File: config.mk
export PLATFORM = sky130hd
export DESIGN_NAME = pipe_stage_skid
export DESIGN_NICKNAME = d
export VERILOG_FILES = /design/src/rtl/pipe_stage_skid.sv
export SDC_FILE = /design/constraint.sdc
export NUM_CORES = 1
export LEC_CHECK = 0
export BUFFER_PORTS_ARGS = -buffer_cell sky130_fd_sc_hd__buf_4
export CAP_MARGIN = 20
export CORE_ASPECT_RATIO = 1.5
export CORE_UTILIZATION = 49
export CTS_CLUSTER_DIAMETER = 120
export DETAILED_ROUTE_END_ITERATION = 10
export GPL_ROUTABILITY_DRIVEN = 0
export PLACE_DENSITY_LB_ADDON = 0.25
export SETUP_SLACK_MARGIN = 0.4
export SKIP_CTS_REPAIR_TIMING = 1
export SLEW_MARGIN = 25
export SYNTH_ARGS = -nofsm -noshare
export SYNTH_HDL_FRONTEND = slang
export SYNTH_SLANG_ARGS = --single-unit
File: constraint.sdc
create_clock -name clk -period 1.9 [get_ports clk]
set_input_delay 0.19 -clock clk [delete_from_list [all_inputs] [get_ports clk]]
set_output_delay 0.19 -clock clk [all_outputs]
set_load 0.03 [all_outputs]
File: src/rtl/pipe_stage_skid.sv
// Inter-stage pipeline register with valid/ready handshake, a one-entry
// skid buffer, synchronous flush with bubble insertion and a bubble counter.
//
// Ports:
//   clk, clrn            clock (rising edge), async active-low reset
//   flush                kill every held entry, refuse input this cycle
//   cnt_clr              clear bubble_cnt (wins over increment)
//   in_valid/in_ready    upstream handshake
//   in_ctrl, in_data     upstream control / data bundles
//   out_valid/out_ready  downstream handshake
//   out_ctrl, out_data   head entry (out_ctrl forced 0 while invalid)
//   bubble_cnt           saturating count of out_ready & !out_valid cycles

module pipe_stage_skid #(
    parameter int DATA_W = 128,
    parameter int CTRL_W = 16,
    parameter int CNT_W  = 16
) (
    input  logic              clk,
    input  logic              clrn,
    input  logic              flush,
    input  logic              cnt_clr,
    input  logic              in_valid,
    output logic              in_ready,
    input  logic [CTRL_W-1:0] in_ctrl,
    input  logic [DATA_W-1:0] in_data,
    output logic              out_valid,
    input  logic              out_ready,
    output logic [CTRL_W-1:0] out_ctrl,
    output logic [DATA_W-1:0] out_data,
    output logic [CNT_W-1:0]  bubble_cnt
);

    typedef enum logic [1:0] {
        S_EMPTY = 2'd0,
        S_FULL  = 2'd1,
        S_SKID  = 2'd2
    } state_t;

    localparam logic [CNT_W-1:0] CNT_MAX = '1;

    state_t state;
    state_t state_nxt;

    logic              skid_valid;
    logic [CTRL_W-1:0] skid_ctrl;
    logic [DATA_W-1:0] skid_data;

    logic accept;
    logic emit;
    logic ld_in;
    logic ld_skid;
    logic st_skid;

    // skid_valid is a flop, so in_ready only sees flush combinationally.
    assign in_ready = !skid_valid && !flush;
    assign accept   = in_valid && in_ready;
    assign emit     = out_valid && out_ready;

    always_comb begin
        state_nxt = state;
        ld_in     = 1'b0;
        ld_skid   = 1'b0;
        st_skid   = 1'b0;
        if (flush) begin
            state_nxt = S_EMPTY;
        end else begin
            unique case (state)
                S_EMPTY: begin
                    if (accept) begin
                        state_nxt = S_FULL;
                        ld_in     = 1'b1;
                    end
                end
                S_FULL: begin
                    if (accept && emit) begin
                        ld_in = 1'b1;
                    end else if (emit) begin
                        state_nxt = S_EMPTY;
                    end else if (accept) begin
                        state_nxt = S_SKID;
                        st_skid   = 1'b1;
                    end
                end
                S_SKID: begin
                    if (emit) begin
                        state_nxt = S_FULL;
                        ld_skid   = 1'b1;
                    end
                end
                default: begin
                    state_nxt = S_EMPTY;
                end
            endcase
        end
    end

    always_ff @(posedge clk or negedge clrn) begin
        if (!clrn) begin
            state      <= S_EMPTY;
            out_valid  <= 1'b0;
            skid_valid <= 1'b0;
        end else begin
            state      <= state_nxt;
            out_valid  <= (state_nxt != S_EMPTY);
            skid_valid <= (state_nxt == S_SKID);
        end
    end

    // Main register. Any move to EMPTY zeroes ctrl so a bubble can never
    // trigger register or memory writes downstream; data is left stale.
    always_ff @(posedge clk or negedge clrn) begin
        if (!clrn) begin
            out_ctrl <= '0;
            out_data <= '0;
        end else if (state_nxt == S_EMPTY) begin
            out_ctrl <= '0;
        end else if (ld_in) begin
            out_ctrl <= in_ctrl;
            out_data <= in_data;
        end else if (ld_skid) begin
            out_ctrl <= skid_ctrl;
            out_data <= skid_data;
        end
    end

    // Skid entry. Ctrl is cleared once the entry leaves or is flushed.
    always_ff @(posedge clk or negedge clrn) begin
        if (!clrn) begin
            skid_ctrl <= '0;
            skid_data <= '0;
        end else if (flush) begin
            skid_ctrl <= '0;
        end else if (st_skid) begin
            skid_ctrl <= in_ctrl;
            skid_data <= in_data;
        end else if (ld_skid) begin
            skid_ctrl <= '0;
        end
    end

    always_ff @(posedge clk or negedge clrn) begin
        if (!clrn) begin
            bubble_cnt <= '0;
        end else if (cnt_clr) begin
            bubble_cnt <= '0;
        end else if (out_ready && !out_valid && bubble_cnt != CNT_MAX) begin
            bubble_cnt <= bubble_cnt + CNT_W'(1);
        end
    end

endmodule

# After elaboration in Yosys (flattened, before gate mapping)
# Cells that the tools add are included.
[totals]
ff_bits = 308
inputBits = 150
output_inout_bits = 162
[op_classes]
addsub = 1
n_eq_ne = 4
mux = 28
bitwise_logic = 2
n_reduce_logical = 18
[op_table]
columns = ["operator", "count"]
rows = [
  ["two-way mux 128 bit", 2],
  ["two-way mux 16 bit", 8],
  ["adder 16 x 1 -> 16 bit (second input constant)", 1],
  ["inequality test 16 bit (second input constant)", 1],
  ["two-way mux 2 bit", 6],
  ["two-way mux 1 bit", 10],
  ["logical AND 1 bit", 6],
  ["one-hot mux 2 bit (3 select lines)", 1],
  ["nonzero test 2 bit", 3],
  ["nonzero test 3 bit", 2],
  ["equality test 2 bit (second input constant)", 2],
  ["zero test 2 bit", 2],
  ["AND reduction 2 bit", 2],
  ["zero test 1 bit", 3],
  ["equality test 2 x 1 -> 1 bit (second input constant)", 1],
  ["inverter 1 bit", 2],
  ["one-hot mux 1 bit (2 select lines)", 1],
]

# Logic depth before layout (Yosys ltp)
[depth]
word_depth = 11
mapped_depth = 7

# Worst setup path before layout
# Ideal clock, no wire load.
[synth_timing]
path_kind = "flip-flop to flip-flop"
from = "register out_valid"
to = "register out_data[47]"
t_arrival_ps = 2050
path_slack_ps = -274
stages_incl_launch_ff = 7
path_buffers = 2
period_less_slack_ps = 2174
path_cell_list = "dfrtp_1 > a21boi_1 > nor4_4 > buf_2 > buf_4 > mux2_2 > mux2_2"
[synth_via]
elab_chain_len = 8
word_cells_on_any_way = 18
cone_classes = "12 x mux; 1 x bitwise; 5 x reduce/logical"
[synth_lines]
columns = ["item", "line_no", "source"]
rows = [
  ["from (decl)", "27", "output logic out_valid,"],
  ["from (signal assigned)", "105", "out_valid <= (state_nxt != S_EMPTY);"],
  ["logical AND 1 bit (*)", "58", "assign emit = out_valid && out_ready;"],
  ["two-way mux 2 bit or logical AND 1 bit (tied branches)", "78, 76", ""],
  ["two-way mux 2 bit", "76", "if (accept && emit) begin"],
  ["one-hot mux 2 bit (3 select lines)", "68", "unique case (state)"],
  ["two-way mux 2 bit", "65", "if (flush) begin"],
  ["zero test 2 bit", "116", "end else if (state_nxt == S_EMPTY) begin"],
  ["inverter 1 bit (no line)", "-", ""],
  ["AND reduction 2 bit (no line)", "-", ""],
  ["to (signal assigned)", "120", "out_data <= in_data;"],
  ["to (signal assigned)", "123", "out_data <= skid_data;"],
  ["to (decl)", "30", "output logic [DATA_W-1:0] out_data,"],
]
# Every way passes the cells marked *; elsewhere a longest branch is shown, timed or not.
# A chain may end at the register's enable or synchronous reset.

# Worst setup path in the final report
[layout_timing]
from = "register out_valid"
to = "register skid_data[110]"
[layout_via]
elab_chain_len = 6
word_cells_on_any_way = 7
cone_classes = "4 x mux; 3 x reduce/logical"
[layout_lines]
columns = ["item", "line_no", "source"]
rows = [
  ["logical AND 1 bit (*)", "58", ""],
  ["two-way mux 1 bit or logical AND 1 bit (tied branches)", "78, 76", ""],
  ["two-way mux 1 bit (*)", "76", ""],
  ["two-way mux 1 bit (*)", "68", ""],
  ["two-way mux 1 bit (*)", "65", ""],
  ["AND reduction 2 bit (no line) (*)", "-", ""],
  ["to (signal assigned)", "136", "skid_data <= in_data;"],
  ["to (decl)", "47", "logic [DATA_W-1:0] skid_data;"],
]
# Marks and branches as above.

==> flow_metrics.tcl <==
set metrics [dict create \
    status "finished with violations" \
    violations "negative setup slack" \
    worst_pin_slew_ps 678 \
    cts.clk_slew.worst_paths_ps 60 \
    antenna_found_initial 0 \
    synth_compound_gate_area_share 0.0331 \
    peakVddDrop_mv 1.24 \
    insertion_delay_ps 560 \
    die_w_um 137 \
    synthesis.area_um2 13400 \
    grt.total_usage 0.219 \
    relSlewSlack 0.548 \
    first_global_vias 9296 \
    dieArea_um2 28100 \
    overflow 0 \
    drt_first_iter_violations 337 \
    grt_pass1_wl_um 48100 \
    seq_area_frac_synth 0.575 \
    finalMaxSlewViolations 0 \
    drt_pass1_iterations 4 \
    mostFrequentLayoutCells "buf_4 (351), dfrtp_1 (296), mux2_2 (289)" \
    synth_seq_cells 308 \
    synth_fa_ha_area_frac 0.000933 \
    rsz0062_at_grt "true" \
    drv_cap 0 \
    total_power_mw 28.9 \
    htree_levels 1 \
    cts_root_buffer "clkbuf_16" \
    grt.busiest_layer "met2" \
    synthMuxAreaShare 0.338 \
    crit_type "reg2reg" \
    worst_slack_ps -122 \
    synthFlopType "dfrtp_1" \
    fin_crit_sh 1.06 \
    endpoint_kind "register" \
    wire_per_inst_um 20.5 \
    fin_crit_ps 2020 \
    cp_max_fo 28 \
    cp-start-kind "register" \
    routed_wl_um 36800 \
    area_growth_pct 50.4 \
    synth_top_family_by_area "multiplexers" \
    synth-edff-count 0 \
    power_density_nw_per_um2 1430 \
    finalSetupViolations 241 \
    clock_path_buffers 3 \
    place_area_um2 16800 \
    drive_above_1_share 0.595 \
    fmax_mhz 495 \
    crit_chain "buf_4 > a21o_1 > or3_4 > clkbuf_16 > mux2_2" \
    core_area_um2 26700 \
    dp_cells 1576 \
    hold_viol_final 0 \
    ioPinCount 312 \
    start_util 0.503 \
    hpwl_um 21700 \
    tritoncts "built" \
    final_area_um2 20200 \
    crit_arrival_ps 2450 \
    fin_skew_ps 9.47 \
    synth_simple_gate_area_share 0.0312 \
    syn_inst 917 \
    crit_required_ps 2330 \
    cts-buffers-inserted 30 \
    synth_cell_types 37 \
    grt_max_degree 57 \
    hp-class "in2reg" \
    worst_path_max_delay_cell "or3_4" \
    layout_commonest_cell "buf_4" \
    drc 0 \
    hold_slack_ps 8.25 \
    yosys_warnings 0 \
    met3_usage 0.0445 \
    num_vias 9697 \
    power.leakage_nw 9.29 \
    vias_per_cell 5.40 \
    antenna_left 0 \
    synthesis.nets 1068 \
    nNetsFinal 1586 \
    gr-usage-met1 0.248 \
    placement.io_buffers 311 \
    synthArstFlopShare 1.00 \
    die_y_um 205 \
    synthXorXnorAreaFrac 0 \
    row_count 73 \
    numClockSinks 308 \
    avgSynthCellArea_um2 14.6 \
    antennaDiodeCount 0 \
    final_cell_count_no_fill 1795 \
    gr-usage-met2 0.393 \
    cpPeakStageDelay_ps 500 \
]
[worst max-delay path, delay by kind of cell (launching register included)]
kind | cells | cell delay (ps)
AO/OA/AOI/OAI | 1 | 210
buffers and inverters | 2 | 440
flip-flops | 1 | 450
AND/OR/NAND/NOR | 1 | 500
multiplexers | 1 | 310
[state kept, by name (all words and copies together), names as in the netlist]
register / cells
skid_ctrl: 16
skid_valid: 1
out_data: 128
out_ctrl: 16
out_valid: 1
skid_data: 128
bubble_cnt: 16
state: 2
[synth_stat cells (2+ instances only)]
| library cell | n | area share |
|---|---|---|
| a22o_1 | 16 | 0.010 |
| a21o_1 | 2 | 0.0011 |
| nor3_1 | 2 | 0.00075 |
| or4_1 | 6 | 0.0034 |
| nor2b_1 | 5 | 0.0023 |
| o311ai_0 | 2 | 0.0013 |
| nor3b_1 | 2 | 0.0011 |
| inv_1 | 5 | 0.0014 |
| nand2b_1 | 5 | 0.0023 |
| clkbuf_1 | 16 | 0.0045 |
| mux2i_1 | 17 | 0.013 |
| or3_1 | 5 | 0.0023 |
| buf_6 | 2 | 0.0017 |
| buf_2 | 32 | 0.012 |
| nand3_1 | 7 | 0.0026 |
| nor4b_1 | 2 | 0.0013 |
| nor4_1 | 3 | 0.0014 |
| nand4_1 | 3 | 0.0014 |
| nand2_1 | 24 | 0.0067 |
| buf_4 | 4 | 0.0022 |
| o21a_1 | 2 | 0.0011 |
| dfrtp_1 | 308 | 0.57 |
| o31ai_1 | 5 | 0.0028 |
| mux2_2 | 388 | 0.33 |
| o21ai_0 | 10 | 0.0037 |
| a21oi_1 | 14 | 0.0052 |
| o21ai_1 | 10 | 0.0037 |
| nor2_1 | 10 | 0.0028 |
| o41ai_1 | 2 | 0.0013 |
[metal layers]
metal / wire length [um] / vias up
met3: 1660 / 80
met4: 1220 / 0
met2: 20300 / 263
li1: - / 4365
met1: 13700 / 4989
met5: 0 / -
[path summary, 6_finish.rpt]
kind	start	endpoint	slack, ps	cells past startpoint
setup / recovery	out_valid$_DFF_PN0_	skid_data[110]$_DFFE_PN0P_	-120	5
hold / removal	out_ready	state[0]$_DFF_PN0_	8	3
setup reg to reg	out_valid$_DFF_PN0_	skid_data[110]$_DFFE_PN0P_	-120	5
hold reg to reg	out_ctrl[7]$_DFFE_PN0P_	out_ctrl[7]$_DFFE_PN0P_	500	2
max in group asynchronous	clrn	skid_data[33]$_DFFE_PN0P_	970	3
min in group asynchronous	clrn	bubble_cnt[5]$_DFFE_PN0P_	140	2
[where the power goes]
group	switching, mW	internal [mW]	leakage, nW
sequential	1.53	9.22	3.79
combinational	5.51	5.98	4.96
clock	2.55	4.12	0.547
[final cells by class]
cell class	instances	area, um2
clock inverters	14	251
fillers	1570	6490
well taps	337	422
clock buffers	41	863
repair buffers	540	4940
multi-input cells	550	5960
inverters	5	18.8
flip-flops and latches	308	7720
[stage by stage]
| step | utilization | TNS (ps) | worst slack [ps] |
|---|---|---|---|
| floorplan | - | -8060 | -97.5 |
| global placement | 0.629 | -2410 | -44.1 |
| detailed placement | 0.629 | -6230 | -80.1 |
| CTS | 0.671 | -8710 | -111 |
| global route | 0.757 | -27380 | -162 |
| finish | 0.757 | -13520 | -122 |
[cells by family (layout without fill, tap and decap cells)]
| group | Yosys count | after routing |
|---|---|---|
| buf+inv | 59 | 600 |
| flops | 308 | 308 |
| simple gates | 77 | 77 |
| fa+ha+maj | 1 | 1 |
| compound gates | 67 | 67 |
| mux | 405 | 405 |
Power figures use the tool's default switching activity.
